`src/rtl/mul_seq_ctrl.sv`:
```
// mul_seq_ctrl -- sequencing controller for an external multi-cycle multiplier core.
//
// Accepts 64x64 operand pairs, registers them toward the core, runs a
// START/BUSY/CLEAR handshake with the core, and queues the 128-bit products in
// a small circular FIFO for downstream. An operation that sees no op_done within
// TIMEOUT busy cycles is aborted with a one-cycle timeout_err pulse.
//
// Ports:
//   clk, reset_n          clock, synchronous active-low reset
//   in_valid/in_a/in_b    upstream operand pair; in_ready accepts it
//   op_start, op_clear    commands to the multiplier core
//   mul_a, mul_b          registered operands to the core
//   op_done, mul_result   core completion flag and product
//   out_valid/out_data    FIFO head; popped when out_ready=1
//   busy                  controller is not idle
//   timeout_err           one-cycle pulse when an operation is aborted
module mul_seq_ctrl #(
  parameter int OUT_DEPTH = 2,
  parameter int TIMEOUT   = 100
) (
  input  logic         clk,
  input  logic         reset_n,
  input  logic         in_valid,
  input  logic [63:0]  in_a,
  input  logic [63:0]  in_b,
  output logic         in_ready,
  output logic         op_start,
  output logic         op_clear,
  output logic [63:0]  mul_a,
  output logic [63:0]  mul_b,
  input  logic         op_done,
  input  logic [127:0] mul_result,
  output logic         out_valid,
  output logic [127:0] out_data,
  input  logic         out_ready,
  output logic         busy,
  output logic         timeout_err
);

  localparam int PTR_W = (OUT_DEPTH > 1) ? $clog2(OUT_DEPTH) : 1;
  localparam int CNT_W = $clog2(OUT_DEPTH + 1);
  localparam logic [9:0]       TMO_LAST = 10'(TIMEOUT - 1);
  localparam logic [PTR_W-1:0] PTR_LAST = PTR_W'(OUT_DEPTH - 1);
  localparam logic [CNT_W-1:0] DEPTH_C  = CNT_W'(OUT_DEPTH);

  typedef enum logic [1:0] {
    IDLE  = 2'd0,
    START = 2'd1,
    BUSY  = 2'd2,
    CLEAR = 2'd3
  } state_t;

  state_t             state_q, state_d;
  logic [9:0]         wait_cnt_q, wait_cnt_d;
  logic [63:0]        mul_a_q, mul_a_d;
  logic [63:0]        mul_b_q, mul_b_d;
  logic [PTR_W-1:0]   wr_ptr_q, wr_ptr_d;
  logic [PTR_W-1:0]   rd_ptr_q, rd_ptr_d;
  logic [CNT_W-1:0]   count_q, count_d;
  logic               timeout_err_q, timeout_err_d;
  logic               op_start_q, op_start_d;
  logic               op_clear_q, op_clear_d;
  logic               busy_q, busy_d;
  logic               in_ready_q, in_ready_d;
  logic               out_valid_q, out_valid_d;
  logic               push_s;
  logic               pop_s;
  logic [127:0]       fifo_mem_q [OUT_DEPTH];

  // Circular pointer advance, wrapping from the last slot back to slot 0.
  function automatic logic [PTR_W-1:0] ptr_inc(input logic [PTR_W-1:0] p);
    if (p == PTR_LAST) begin
      return '0;
    end else begin
      return p + PTR_W'(1);
    end
  endfunction

  // Next-state logic for the operation sequencer and operand registers.
  always_comb begin
    state_d       = state_q;
    wait_cnt_d    = wait_cnt_q;
    mul_a_d       = mul_a_q;
    mul_b_d       = mul_b_q;
    push_s        = 1'b0;
    timeout_err_d = 1'b0;
    case (state_q)
      IDLE: begin
        wait_cnt_d = 10'd0;
        // in_ready_q is only ever set while idle with room in the FIFO.
        if (in_valid && in_ready_q) begin
          mul_a_d = in_a;
          mul_b_d = in_b;
          state_d = START;
        end else begin
          state_d = IDLE;
        end
      end
      START: begin
        wait_cnt_d = 10'd0;
        state_d    = BUSY;
      end
      BUSY: begin
        // op_done has priority over a timeout landing on the same cycle.
        if (op_done) begin
          push_s  = 1'b1;
          state_d = CLEAR;
        end else if (wait_cnt_q == TMO_LAST) begin
          timeout_err_d = 1'b1;
          state_d       = CLEAR;
        end else begin
          wait_cnt_d = wait_cnt_q + 10'd1;
        end
      end
      CLEAR: begin
        state_d = IDLE;
      end
      default: begin
        state_d = IDLE;
      end
    endcase
  end

  // FIFO pointer/count update; a push can only happen with a free slot because
  // a new operation is only accepted while the FIFO is not full.
  always_comb begin
    pop_s    = out_valid_q && out_ready;
    wr_ptr_d = wr_ptr_q;
    rd_ptr_d = rd_ptr_q;
    if (push_s) begin
      wr_ptr_d = ptr_inc(wr_ptr_q);
    end else begin
      wr_ptr_d = wr_ptr_q;
    end
    if (pop_s) begin
      rd_ptr_d = ptr_inc(rd_ptr_q);
    end else begin
      rd_ptr_d = rd_ptr_q;
    end
    case ({push_s, pop_s})
      2'b10:   count_d = count_q + CNT_W'(1);
      2'b01:   count_d = count_q - CNT_W'(1);
      default: count_d = count_q;
    endcase
  end

  // Output flags are decoded from next state so they leave straight from flops.
  always_comb begin
    op_start_d  = (state_d == START) || (state_d == BUSY);
    op_clear_d  = (state_d == CLEAR);
    busy_d      = (state_d != IDLE);
    in_ready_d  = (state_d == IDLE) && (count_d < DEPTH_C);
    out_valid_d = (count_d != '0);
  end

  // Control and datapath registers with synchronous active-low reset.
  always_ff @(posedge clk) begin
    if (!reset_n) begin
      state_q       <= IDLE;
      wait_cnt_q    <= 10'd0;
      mul_a_q       <= 64'd0;
      mul_b_q       <= 64'd0;
      wr_ptr_q      <= '0;
      rd_ptr_q      <= '0;
      count_q       <= '0;
      timeout_err_q <= 1'b0;
      op_start_q    <= 1'b0;
      op_clear_q    <= 1'b0;
      busy_q        <= 1'b0;
      in_ready_q    <= 1'b1;
      out_valid_q   <= 1'b0;
    end else begin
      state_q       <= state_d;
      wait_cnt_q    <= wait_cnt_d;
      mul_a_q       <= mul_a_d;
      mul_b_q       <= mul_b_d;
      wr_ptr_q      <= wr_ptr_d;
      rd_ptr_q      <= rd_ptr_d;
      count_q       <= count_d;
      timeout_err_q <= timeout_err_d;
      op_start_q    <= op_start_d;
      op_clear_q    <= op_clear_d;
      busy_q        <= busy_d;
      in_ready_q    <= in_ready_d;
      out_valid_q   <= out_valid_d;
    end
  end

  // Result storage; contents are not reset, validity comes from count_q.
  always_ff @(posedge clk) begin
    if (reset_n && push_s) begin
      fifo_mem_q[wr_ptr_q] <= mul_result;
    end
  end

  assign in_ready    = in_ready_q;
  assign op_start    = op_start_q;
  assign op_clear    = op_clear_q;
  assign mul_a       = mul_a_q;
  assign mul_b       = mul_b_q;
  assign out_valid   = out_valid_q;
  assign out_data    = fifo_mem_q[rd_ptr_q];
  assign busy        = busy_q;
  assign timeout_err = timeout_err_q;

endmodule

```
`config.mk`:
```
export PLATFORM = sky130hd
export DESIGN_NAME = mul_seq_ctrl
export DESIGN_NICKNAME = d
export VERILOG_FILES = /design/src/rtl/mul_seq_ctrl.sv
export SDC_FILE = /design/constraint.sdc
export NUM_CORES = 1
export LEC_CHECK = 0
export ABC_CLOCK_PERIOD_IN_PS = 20500
export BUFFER_PORTS_ARGS = -buffer_cell sky130_fd_sc_hd__buf_4
export CELL_PAD_IN_SITES_DETAIL_PLACEMENT = 0
export CELL_PAD_IN_SITES_GLOBAL_PLACEMENT = 1
export CORE_AREA = 2 2 202 204
export CTS_CLUSTER_DIAMETER = 100
export DETAILED_ROUTE_END_ITERATION = 8
export DIE_AREA = 0 0 204 206
export PLACE_DENSITY = 0.75
export SLEW_MARGIN = 20
export SYNTH_ARGS = -nofsm -noshare
export SYNTH_HDL_FRONTEND = slang
export SYNTH_SLANG_ARGS = --single-unit
```
`constraint.sdc`:
```
create_clock -name clk -period 20.5 [get_ports clk]
set_input_delay 1.025 -clock clk [delete_from_list [all_inputs] [get_ports clk]]
set_output_delay 1.025 -clock clk [all_outputs]
set_load 0.02 [all_outputs]
```
# Word level (Yosys, flattened, before mapping)
# Memories as Yosys holds them, arrays and structs flattened. A register that Yosys moved wholly into a read port is not among the register bits.
# Cells that the tools add are included.
[word_totals] register_bits=150 input_bits=261 word_cells=64 mem_count=1 ram_bits=256 output_inout_bits=262
[memory_table] memory="fifo_mem_q" depth=2 width=128 rd=1 rd_clocked_by_memory_dff=1 wr=1 line="68" rtl="logic [127:0] fifo_mem_q [OUT_DEPTH];"
[classes] mux=17 reduce_logical=14 n_eq_ne=11 order_cmp=1 add_sub_neg=5 bitwise_logic=2
[op_table] cell="2-to-1 mux 10 bit" n=2
[op_table] cell="one-hot mux 10 bit (2 select lines)" n=1
[op_table] cell="adder 10 x 1 -> 10 bit, second input constant" n=1
[op_table] cell="equality test 10 x 7 -> 1 bit, second input constant" n=1
[op_table] cell="equality test 2 bit, second input constant" n=5
[op_table] cell="2-to-1 mux 1 bit" n=10
[op_table] cell="one-hot mux 2 bit (4 select lines)" n=1
[op_table] cell="equality test 2 x 1 -> 1 bit, second input constant" n=3
[op_table] cell="nonzero test 2 bit" n=3
[op_table] cell="logical AND 1 bit" n=4
[op_table] cell="zero test 2 bit" n=2
[op_table] cell="2-to-1 mux 2 bit" n=2
[op_table] cell="inequality test 2 bit, second input constant" n=2
[op_table] cell="one-hot mux 2 bit (2 select lines)" n=1
[op_table] cell="AND reduction 3 bit" n=1
[op_table] cell="OR reduction 3 bit" n=1
[op_table] cell="adder 1 bit, second input constant" n=2
[op_table] cell="adder 2 x 1 -> 2 bit, second input constant" n=1
[op_table] cell="less-than comparator 2 bit, second input constant" n=1
[op_table] cell="inverter 1 bit" n=2
[op_table] cell="AND reduction 2 bit" n=1
[op_table] cell="OR reduction 2 bit" n=1
[op_table] cell="subtractor 2 x 1 -> 2 bit, second input constant" n=1
[op_table] cell="logical OR 1 bit" n=1

# Longest topological paths before layout
[logic_depth] depth_word=6 depth_mapped=10 mapped_depth_nobuf=9

# Worst setup path before layout
# Ideal clock, no wire load.
[synth_timing] kind="input -> register" start="input reset_n" end="memory fifo_mem_q[0][0] (enable)" required_time_ps=19728 path_buffers=2 setup_ps=772 arrival_time_ps=10206 path_stages=4 setup_slack_ps=9522 cell_sequence="inv_1 > clkbuf_1 > clkbuf_1 > nor3_1"
[synth_between] elab_chain_len=3
[synth_rtl] item="start: declaration" line="22" rtl="input logic reset_n,"
[synth_rtl] item="logical AND 1 bit" line="191" rtl="if (reset_n && push_s) begin"
[synth_rtl] item="2-to-1 mux 1 bit" line="191"
[synth_rtl] item="2-to-1 mux 1 bit (implied by the code)" line="192" rtl="fifo_mem_q[wr_ptr_q] <= mul_result;"
[synth_rtl] item="end: declaration" line="68"
# No other way between the ends.

==> flow_summary.toml <==
[status]
outcome = "finished, final reports clean"

[sta]
setup_violations = 0
hold_violations = 0
finalSetupTns_ns = 0
relSlewSlack_pct = 27.4
fin_crit_ns = 4.00
layout_setup_ws_ns = 16.50
fin_worst_skew_ns = 0.0201
rsz0062_at_grt = "no"
finalMaxSlewViolations = 0
tightest_slew_ns = 1.09
clock.fmax_mhz = 250
final.period_utilization_pct = 19.5

[clocking]
cts_sinks = 407
post_cts_resized = 0
path_clk_slew_ns = 0.06
ctsHoldBuffers = 0
htreeDepth = 2
cts_max_path_buffers = 3
cts_buffers = 42
tritoncts = "done"
post_cts_buffers = 0
clk_latency_ns = 0.57
root_buffer = "clkbuf_16"

[grt]
grt_pass1_wl_microns = 59100
use_met1_pct = 21.6
gr-max-usage-layer = "met2"
grt_start_max_net_pins = 101
grt_usage_pct = 18.5
use_met2_pct = 31.1
met3_usage_pct = 7.96
antenna_found_initial = 2
overflow = 0
grt_pass1_vias = 10000

[final_layout]
final_cell_mix = "buf_4, nand2_1, edfxtp_1"
area_growth_pct = 40.0
fin_util_pct = 51.1
nets = 1866
finalNonFillerCells = 2165
drive_gt1_share_pct = 45.1
final_common_cell = "buf_4"

[critical_path]
worst_setup_path_end_kind = "output pin"
worstPathRequired_ns = 19.48
crit_end = "out_data[5]"
reg2reg_depth = 6
r2r_end = "fifo_mem_q[0][5]"
cp-start-kind = "register"
reg2reg_setup_slack_ns = 17.30
r2r_start = "state_q[0]"
cp_max_fo = 74
arrival_ns = 2.97
path_class = "register to output pin"

[logic_synthesis]
ys_seq_elements = 407
synth_edf_count = 256
yosysWarnings = 0
syn-num-nets = 1352
yosys_most_used_dff = "edfxtp_1"
ys_seq_area_share_pct = 73.0
syn_inst = 1083
synth.cell_area_sq_um = 14700
synth.distinct_cells = 37
synthArstFlopShare_pct = 0
avgSynthCellArea_sq_um = 13.5

[die]
rows = 74
start_util_pct = 36.5
ios = 523
fp.dieArea_sq_um = 42000
die_y_microns = 206
die_w_microns = 204
core_area_sq_um = 40200

[placement]
place_ws_ns = 16.82
portBuffers = 522
place.gp.congestion = 0.883
dp_cells = 2084
place_hpwl_microns = 28900

[flow_run]
cap_violations = 0

[power_and_ir_drop]
p_leak_nw = 7.97
power_density_nw_per_um2 = 116
peakVddDrop_mv = 0.0959
power_mw = 2.39

[route]
drt_wl_total_microns = 40900
drcViolationCount = 0
vias = 10200
drtIter0Drc = 653
viasPerCell = 4.73
wl_per_cell_microns = 18.9
first_pass_iters = 4
ant_nets = 0

[hold_path]
hold_path.class = "register to register"
layout make-up:
type | count | area [sq um]
Antenna cell | 2 | 5.00
Clock buffer | 52 | 1110
Clock inverter | 26 | 280
Fill cell | 3582 | 19700
Inverter | 8 | 32.5
Multi-Input combinational cell | 607 | 3710
Sequential cell | 407 | 10700
Tap cell | 532 | 666
Timing Repair Buffer | 531 | 4010
report_power, final:
group	switching [mW]	internal, mW
sequential	0.0463	0.952
combinational	0.363	0.265
clock	0.322	0.440
total	0.732	1.66
critical path, cell delays in order, from the launching register on:
cell and delay (ns):
dfxtp_4 0.84, buf_4 0.84, mux2_2 0.42, buf_4 0.16
cells by family after synthesis:
group	after synthesis	synth area share, %
adder cells (fa/ha/maj)	8	0.683
AO/OA/AOI/OAI	155	5.69
flip-flops	407	73.0
buffers and inverters	69	1.82
AND/OR/NAND/NOR	312	8.70
XOR/XNOR	4	0.239
multiplexers	128	9.83
metal layers:
layer / vias to the layer above / wire length, microns / share of wire, %
li1: 4879 / - / -
met1: 4852 / 15700 / 38
met2: 442 / 19700 / 48
met3: 61 / 4590 / 11
met4: 2 / 917 / 2.2
met5: - / 9 / 0.022
how the worst min path moves through the flow:
| stage | startpoint | endpoint | slack (ns) | cells past startpoint |
|---|---|---|---|---|
| after floorplan | wait_cnt_q[9] | wait_cnt_q[9] | 0.46 | 2 |
| after global placement | mul_a[52] | mul_a[52] | 0.44 | 2 |
| after detailed placement | mul_b[60] | mul_b[60] | 0.45 | 2 |
| after CTS | mul_b[60] | mul_b[60] | 0.45 | 2 |
| after global routing | mul_a[45] | mul_a[45] | 0.47 | 2 |
| final | mul_b[60] | mul_b[60] | 0.45 | 2 |
per-stage QoR:
stage          cell area [sq um]  hold WS (ns)
6_report                   20500         0.452
4_1_cts                    20500         0.455
3_5_place_dp               19100         0.447
5_1_grt                    20500         0.470
3_3_place_gp               19100         0.443
2_1_floorplan              14700         0.463
cells in the mapped netlist, types with 2 or more instances:
library cell	number	area [sq um]
dfxtp_1	151	3020
and3_1	4	25.0
buf_1	10	37.5
a31oi_1	3	18.8
nor3_1	4	20.0
or4_1	2	15.0
edfxtp_1	256	7690
nand2b_1	2	12.5
nand2_1	262	983
o211ai_1	2	15.0
xnor2_1	3	26.3
clkbuf_1	50	188
nand3_1	10	50.1
a21oi_1	136	681
nand4_1	4	25.0
ha_1	8	100
nor2_1	11	41.3
and2_1	4	25.0
inv_1	8	30.0
or3_1	3	18.8
mux2_2	128	1440
o21ai_0	7	35.0
registers in the layout, summed over array words and instances, names as in the netlist, named ones only:
signal	flops
busy	1
count_q	2
fifo_mem_q	256
in_ready	1
mul_a	64
mul_b	64
op_clear	1
op_start	1
out_valid	1
rd_ptr_q	1
state_q	2
timeout_err	1
wait_cnt_q	10
wr_ptr_q	1
No activity file was read; power rests on OpenSTA's default activity.
